### src/rtl/serial_sub_ctrl_pkg.sv
// Shared definitions for the bit-serial subtractor: state encoding, default width
// and the counter-width helper.
package sub_pkg;

   localparam logic [1:0] S_IDLE = 2'd0;
   localparam logic [1:0] S_RUN  = 2'd1;
   localparam logic [1:0] S_DONE = 2'd2;

   localparam int SUB_WIDTH = 8;

   // Bits needed to count 0..v-1; never less than one bit.
   function automatic int clog2(input int v);
      int r;
      r = 0;
      while ((1 << r) < v) r++;
      if (r == 0) r = 1;
      return r;
   endfunction

endpackage

### src/rtl/serial_sub_ctrl_if.sv
// Request/result bundle between a requester and the serial subtractor.
interface serial_sub_ctrl_if
   import sub_pkg::*;
#(
   parameter int WIDTH = SUB_WIDTH
);
   // start is taken only on a rising edge where ready=1; a, b and bin are sampled on
   // that edge. done pulses for one cycle when diff/bout become valid, and they hold
   // until the next accepted start.
   logic             start;
   logic [WIDTH-1:0] a;
   logic [WIDTH-1:0] b;
   logic             bin;
   logic             ready;
   logic [WIDTH-1:0] diff;
   logic             bout;
   logic             done;

   modport master (output start, a, b, bin, input ready, diff, bout, done);
   modport slave  (input start, a, b, bin, output ready, diff, bout, done);
endinterface

### src/rtl/subtraction.sv
// Combinational 1-bit full subtractor: D = A - B - cin, cout = borrow out.
module subtraction (
   input  logic A,
   input  logic B,
   input  logic cin,
   output logic D,
   output logic cout
);
   assign D    = A ^ B ^ cin;
   assign cout = (~A & B) | (~A & cin) | (B & cin);
endmodule

### src/rtl/serial_sub_ctrl.sv
// Sequential driver that feeds the 1-bit subtractor LSB-first, one bit per clock,
// and reports the WIDTH-bit difference and final borrow with a start/ready/done handshake.
module serial_sub_ctrl
   import sub_pkg::*;
#(
   parameter int WIDTH = SUB_WIDTH
) (
   input  logic                clk,
   input  logic                rst,
   serial_sub_ctrl_if.slave    bus,
   output logic [1:0]          state_dbg
);

   localparam int              CW   = clog2(WIDTH);
   localparam logic [CW-1:0]   LAST = CW'(WIDTH - 1);

   logic [1:0]       state_q, state_d;
   logic [CW-1:0]    cnt_q, cnt_d;
   logic [WIDTH-1:0] a_sh_q, a_sh_d;
   logic [WIDTH-1:0] b_sh_q, b_sh_d;
   logic [WIDTH-1:0] res_sh_q, res_sh_d;
   logic             brw_q, brw_d;
   logic [WIDTH-1:0] diff_q, diff_d;
   logic             bout_q, bout_d;

   logic             cell_d;
   logic             cell_cout;

   subtraction u_cell (
      .A    (a_sh_q[0]),
      .B    (b_sh_q[0]),
      .cin  (brw_q),
      .D    (cell_d),
      .cout (cell_cout)
   );

   always_comb begin
      state_d  = state_q;
      cnt_d    = cnt_q;
      a_sh_d   = a_sh_q;
      b_sh_d   = b_sh_q;
      res_sh_d = res_sh_q;
      brw_d    = brw_q;
      diff_d   = diff_q;
      bout_d   = bout_q;
      case (state_q)
         S_IDLE: begin
            if (bus.start) begin
               state_d = S_RUN;
               a_sh_d  = bus.a;
               b_sh_d  = bus.b;
               brw_d   = bus.bin;
               cnt_d   = '0;
            end
         end
         S_RUN: begin
            a_sh_d   = a_sh_q >> 1;
            b_sh_d   = b_sh_q >> 1;
            res_sh_d = {cell_d, res_sh_q[WIDTH-1:1]};
            brw_d    = cell_cout;
            cnt_d    = cnt_q + 1'b1;
            // The last bit's D/cout go straight into the visible result.
            if (cnt_q == LAST) begin
               state_d = S_DONE;
               cnt_d   = '0;
               diff_d  = res_sh_d;
               bout_d  = cell_cout;
            end
         end
         S_DONE: state_d = S_IDLE;
         default: state_d = S_IDLE;
      endcase
   end

   always_ff @(posedge clk or posedge rst) begin
      if (rst) begin
         state_q  <= S_IDLE;
         cnt_q    <= '0;
         a_sh_q   <= '0;
         b_sh_q   <= '0;
         res_sh_q <= '0;
         brw_q    <= 1'b0;
         diff_q   <= '0;
         bout_q   <= 1'b0;
      end else begin
         state_q  <= state_d;
         cnt_q    <= cnt_d;
         a_sh_q   <= a_sh_d;
         b_sh_q   <= b_sh_d;
         res_sh_q <= res_sh_d;
         brw_q    <= brw_d;
         diff_q   <= diff_d;
         bout_q   <= bout_d;
      end
   end

   assign bus.ready = (state_q == S_IDLE);
   assign bus.done  = (state_q == S_DONE);
   assign bus.diff  = diff_q;
   assign bus.bout  = bout_q;
   assign state_dbg = state_q;

endmodule
### src/flat_wrapper.sv
// flat-port wrapper written by rule: the top's interface ports become plain ports
module serial_sub_ctrl_flat import sub_pkg::*;
#(
   parameter int WIDTH = SUB_WIDTH
)
  (clk, rst, state_dbg, bus_start, bus_a, bus_b, bus_bin, bus_ready, bus_diff, bus_bout, bus_done);
  serial_sub_ctrl_if #(.WIDTH(WIDTH)) bus_i ();
  input  logic clk;
  input  logic rst;
  output logic [1:0] state_dbg;
  input wire logic [$bits(bus_i.start)-1:0] bus_start;
  input wire logic [$bits(bus_i.a)-1:0] bus_a;
  input wire logic [$bits(bus_i.b)-1:0] bus_b;
  input wire logic [$bits(bus_i.bin)-1:0] bus_bin;
  output wire logic [$bits(bus_i.ready)-1:0] bus_ready;
  output wire logic [$bits(bus_i.diff)-1:0] bus_diff;
  output wire logic [$bits(bus_i.bout)-1:0] bus_bout;
  output wire logic [$bits(bus_i.done)-1:0] bus_done;
  assign bus_i.start = bus_start;
  assign bus_i.a = bus_a;
  assign bus_i.b = bus_b;
  assign bus_i.bin = bus_bin;
  assign bus_ready = bus_i.ready;
  assign bus_diff = bus_i.diff;
  assign bus_bout = bus_i.bout;
  assign bus_done = bus_i.done;
  serial_sub_ctrl #(.WIDTH(WIDTH)) u_core (.clk(clk), .rst(rst), .bus(bus_i), .state_dbg(state_dbg));
endmodule
### config.mk
export PLATFORM = sky130hd
export DESIGN_NAME = serial_sub_ctrl_flat
export DESIGN_NICKNAME = d
export VERILOG_FILES = /design/src/rtl/serial_sub_ctrl_pkg.sv /design/src/rtl/serial_sub_ctrl_if.sv /design/src/rtl/subtraction.sv /design/src/rtl/serial_sub_ctrl.sv /design/src/flat_wrapper.sv
export SDC_FILE = /design/constraint.sdc
export NUM_CORES = 1
export LEC_CHECK = 0
export CAP_MARGIN = 20
export CELL_PAD_IN_SITES_DETAIL_PLACEMENT = 1
export CELL_PAD_IN_SITES_GLOBAL_PLACEMENT = 1
export CORE_UTILIZATION = 43
export DETAILED_ROUTE_END_ITERATION = 8
export PLACE_DENSITY_LB_ADDON = 0.1
export SLEW_MARGIN = 20
export SYNTH_ARGS = -nofsm -noshare
export SYNTH_HDL_FRONTEND = slang
export SYNTH_HIERARCHICAL = 1
export SYNTH_SLANG_ARGS = --single-unit
### constraint.sdc
create_clock -name clk -period 2.3 [get_ports clk]
set_input_delay 0.345 -clock clk [delete_from_list [all_inputs] [get_ports clk]]
set_output_delay 0.345 -clock clk [all_outputs]
set_load 0.02 [all_outputs]
==> results of run 1 <==
-- metrics by stage --
| step | setup slack (ns) | instances | hold WS [ns] |
|---|---|---|---|
| floorplan | 0.844 | 154 | 0.442 |
| global placement | 0.521 | 231 | 0.454 |
| detailed placement | 0.541 | 231 | 0.477 |
| CTS | 0.293 | 238 | 0.497 |
| global route | 0.241 | 238 | 0.525 |
| finish | 0.328 | 238 | 0.476 |
-- registers in the layout, indices dropped and copies added, names as in the netlist --
signal and cells:
u_core/a_sh_q 8, u_core/b_sh_q 8, u_core/bus.diff 8, u_core/res_sh_q 7, u_core/cnt_q 3, u_core/state_dbg 2
u_core/brw_q 1, u_core/bus.bout 1
-- critical path: cells and delay by family (launching register included) --
family                 cells  cell delay (ns)
flip-flops                 1             0.47
AND/OR/NAND/NOR            1             0.11
buffers and inverters      2             0.77
-- layout by cell type, fill, tap and decap left out, types with 2 or more instances in the layout --
cell type / instances
dfrtp_1: 38
clkdlybuf4s50_1: 32
nand2_1: 23
a21oi_1: 11
inv_1: 10
o22ai_1: 10
mux2_2: 9
clkbuf_8: 5
buf_4: 5
nor2_1: 5
nor3b_1: 5
o22a_1: 5
nor2b_1: 5
nor3_1: 3
a221oi_1: 3
clkinv_2: 2
nand2b_1: 2
nand3b_1: 2
o221a_2: 2
a22o_1: 2
o21ai_0: 2
ha_1: 2
-- cells by family (layout without fill, tap and decap cells) --
family | after synthesis | after routing
simple gates | 47 | 47
compound gates | 38 | 38
flops | 38 | 38
buf+inv | 19 | 55
mux | 9 | 9
fa+ha+maj | 3 | 3
-- worst paths after layout --
path                       cells past startpoint                  to
max                                            3            bus_done
min                                            3  u_core/bus.diff[5]
max reg2reg                                    4    u_core/b_sh_q[0]
min reg2reg                                    2  u_core/res_sh_q[1]
max in group asynchronous                      3    u_core/b_sh_q[5]
min in group clk                               2  u_core/res_sh_q[1]
-- layout make-up --
cell class | instances | area [µm²] | area share, %
Clock inverter | 2 | 10.0 | 0.466
Timing Repair Buffer | 37 | 358 | 16.7
Tap cell | 48 | 60.1 | 2.80
Multi-Input combinational cell | 97 | 659 | 30.7
Sequential cell | 38 | 951 | 44.3
Clock buffer | 5 | 68.8 | 3.20
Inverter | 11 | 41.3 | 1.92
-- power by group --
| group | leakage, µW | internal (µW) | total [µW] | switching [µW] |
|---|---|---|---|---|
| Clock | 0.0000438 | 203 | 420 | 217 |
| Combinational | 0.000455 | 577 | 1240 | 666 |
| Sequential | 0.000462 | 976 | 1180 | 208 |
-- per-layer routing --
layer  share of wire, %  vias to the layer above  track usage, %
li1                   -                      615               -
met1                 43                      676            26.0
met2                 52                       31            36.6
met3                4.0                        8            4.93
met4                1.8                        0            9.72
met5                  0                        -               0
==> results.sh, run 1 <==
export IMPL_placed_cell_area_mm2=0.00207
export IMPL_synthAdderAreaFrac_pct=2.64
export IMPL_cts_setup_buffers=0
export IMPL_grt_use_total_pct=21.6
export IMPL_outcome="completed"
export IMPL_placement_io_buffers=32
export IMPL_synth_commonest_cells="38 x dfrtp_1, 23 x nand2_1, 11 x a21oi_1"
export IMPL_syn_to_final_growth_pct=26.1
export IMPL_die_area_mm2=0.00422
export IMPL_slew_headroom_pct=55.9
export IMPL_fin_crit_ns=1.97
export IMPL_cts_inserted_buffers=5
export IMPL_clockBufferDepth=2
export IMPL_final_area_mm2=0.00215
export IMPL_drcViolationCount=0
export IMPL_drtIter0Drc=71
export IMPL_wirelength_mm=4.04
export IMPL_synth_xor_area_share_pct=0
export IMPL_syn_inst=154
export IMPL_layout_nets=213
export IMPL_crit_start="u_core/state_dbg[1]"
export IMPL_crit_path_max_incr_delay_ns=0.61
export IMPL_avgViaCountPerCell=5.59
export IMPL_die_h_um=65.0
export IMPL_synthesis_nets=177
export IMPL_cts_sinks=38
export IMPL_fin_setup_tns_ns=0
export IMPL_cts_root_buffer="clkbuf_8"
export IMPL_setup_viol=0
export IMPL_grt_antenna_before_repair=0
export IMPL_synth_mux_area_share_pct=5.95
export IMPL_antenna_cells=0
export IMPL_syn_avg_cell_area_um2=11.1
export IMPL_peakVddDrop_v=0.000559
export IMPL_htreeDepth=2
export IMPL_wire_per_inst_um=17.0
export IMPL_clock_latency_ns=0.29
export IMPL_grt_max_degree=39
export IMPL_hpwl_mm=2.86
export IMPL_start_kind="register"
export IMPL_final_util_pct=57.4
export IMPL_crit_required_ns=1.96
export IMPL_total_power_uw=2850
export IMPL_synth_edf_count=0
export IMPL_synth_main_ff_cell="dfrtp_1"
export IMPL_grt_pass1_wl_mm=6.85
export IMPL_synth_simple_gate_area_share_pct=14.7
export IMPL_fill_cells=418
export IMPL_fmaxAchievable_mhz=507
export IMPL_p_leak_uw=0.000961
export IMPL_critPathKind="register to primary output"
export IMPL_grt_pass1_vias=1467
export IMPL_cts_resized_gates=0
export IMPL_drive_above_1_share_pct=13.2
export IMPL_grt_overflow_total=0
export IMPL_synth_top_family_by_area="compound AO/OA/AOI/OAI gates"
export IMPL_routabilityCongestion=0.800
export IMPL_rr_startpoint="u_core/state_dbg[0]"
export IMPL_coreArea_mm2=0.00374
export IMPL_skew_ns=0.00739
export IMPL_yosys_warnings=6
export IMPL_finalHoldViolCount=0
export IMPL_cp_end_kind="primary output"
export IMPL_io_pins=33
export IMPL_ctsHoldBuffers=0
export IMPL_rsz0062_at_grt="false"
export IMPL_synthMostInstantiatedCell="dfrtp_1"
export IMPL_ant_nets=0
export IMPL_tightest_slew_ns=0.659
export IMPL_crit_slowest_cell="clkdlybuf4s50_1"
export IMPL_cts_tree="built"
export IMPL_synth_ff_latch_count=38
export IMPL_drv_cap=0
export IMPL_start_util_pct=45.5
export IMPL_die_width_um=65.0
export IMPL_min_path_type="primary input to async pin"
export IMPL_slew_violations=0
export IMPL_fin_crit_sh_pct=85.8
export IMPL_yosysTopAreaCell="dfrtp_1"
export IMPL_cts_clk_slew_worst_paths_ns=0.07
export IMPL_row_count=22
export IMPL_synth_top_cell_area_share_pct=55.8
export IMPL_crit_fanout=7
export IMPL_arrival_ns=1.63
export IMPL_ys_types=30
export IMPL_synth_compound_area_share_pct=15.4
export IMPL_async_reset_ff_share_pct=100
export IMPL_route_vias_total=1330
export IMPL_synthesis_area_mm2=0.00170
export IMPL_synthTopCellsByArea="dfrtp_1 56%, mux2_2 5.9%, nand2_1 5.1%, o22ai_1 3.7%, a21oi_1 3.2%"
export IMPL_powerDensity_mw_per_mm2=1330
export IMPL_path_cells="inv_1 -> nor2_1 -> clkdlybuf4s50_1"
export IMPL_firstDrtPassIters=4
export IMPL_ys_seq_area_share_pct=55.8
export IMPL_timing_reg2reg_setup_slack_ns=0.62
No activity file was read; power rests on OpenSTA's default activity.
==> run 2: changes to the inputs <==
--- a/config.mk
+++ b/config.mk
@@ -5,7 +5,6 @@
 export SDC_FILE = /design/constraint.sdc
 export NUM_CORES = 1
 export LEC_CHECK = 0
-export CAP_MARGIN = 20
 export CELL_PAD_IN_SITES_DETAIL_PLACEMENT = 1
 export CELL_PAD_IN_SITES_GLOBAL_PLACEMENT = 1
 export CORE_UTILIZATION = 43
==> results of run 2 <==
The final DEF is identical to that of run 1; final timing and power are the same.
==> run 3: changes to the inputs <==
--- a/config.mk
+++ b/config.mk
@@ -8,6 +8,7 @@
 export CELL_PAD_IN_SITES_DETAIL_PLACEMENT = 1
 export CELL_PAD_IN_SITES_GLOBAL_PLACEMENT = 1
 export CORE_UTILIZATION = 43
+export CTS_CLUSTER_SIZE = 10
 export DETAILED_ROUTE_END_ITERATION = 8
 export PLACE_DENSITY_LB_ADDON = 0.1
 export SLEW_MARGIN = 20
==> results of run 3 <==
The final DEF is identical to that of run 1; final timing and power are the same.
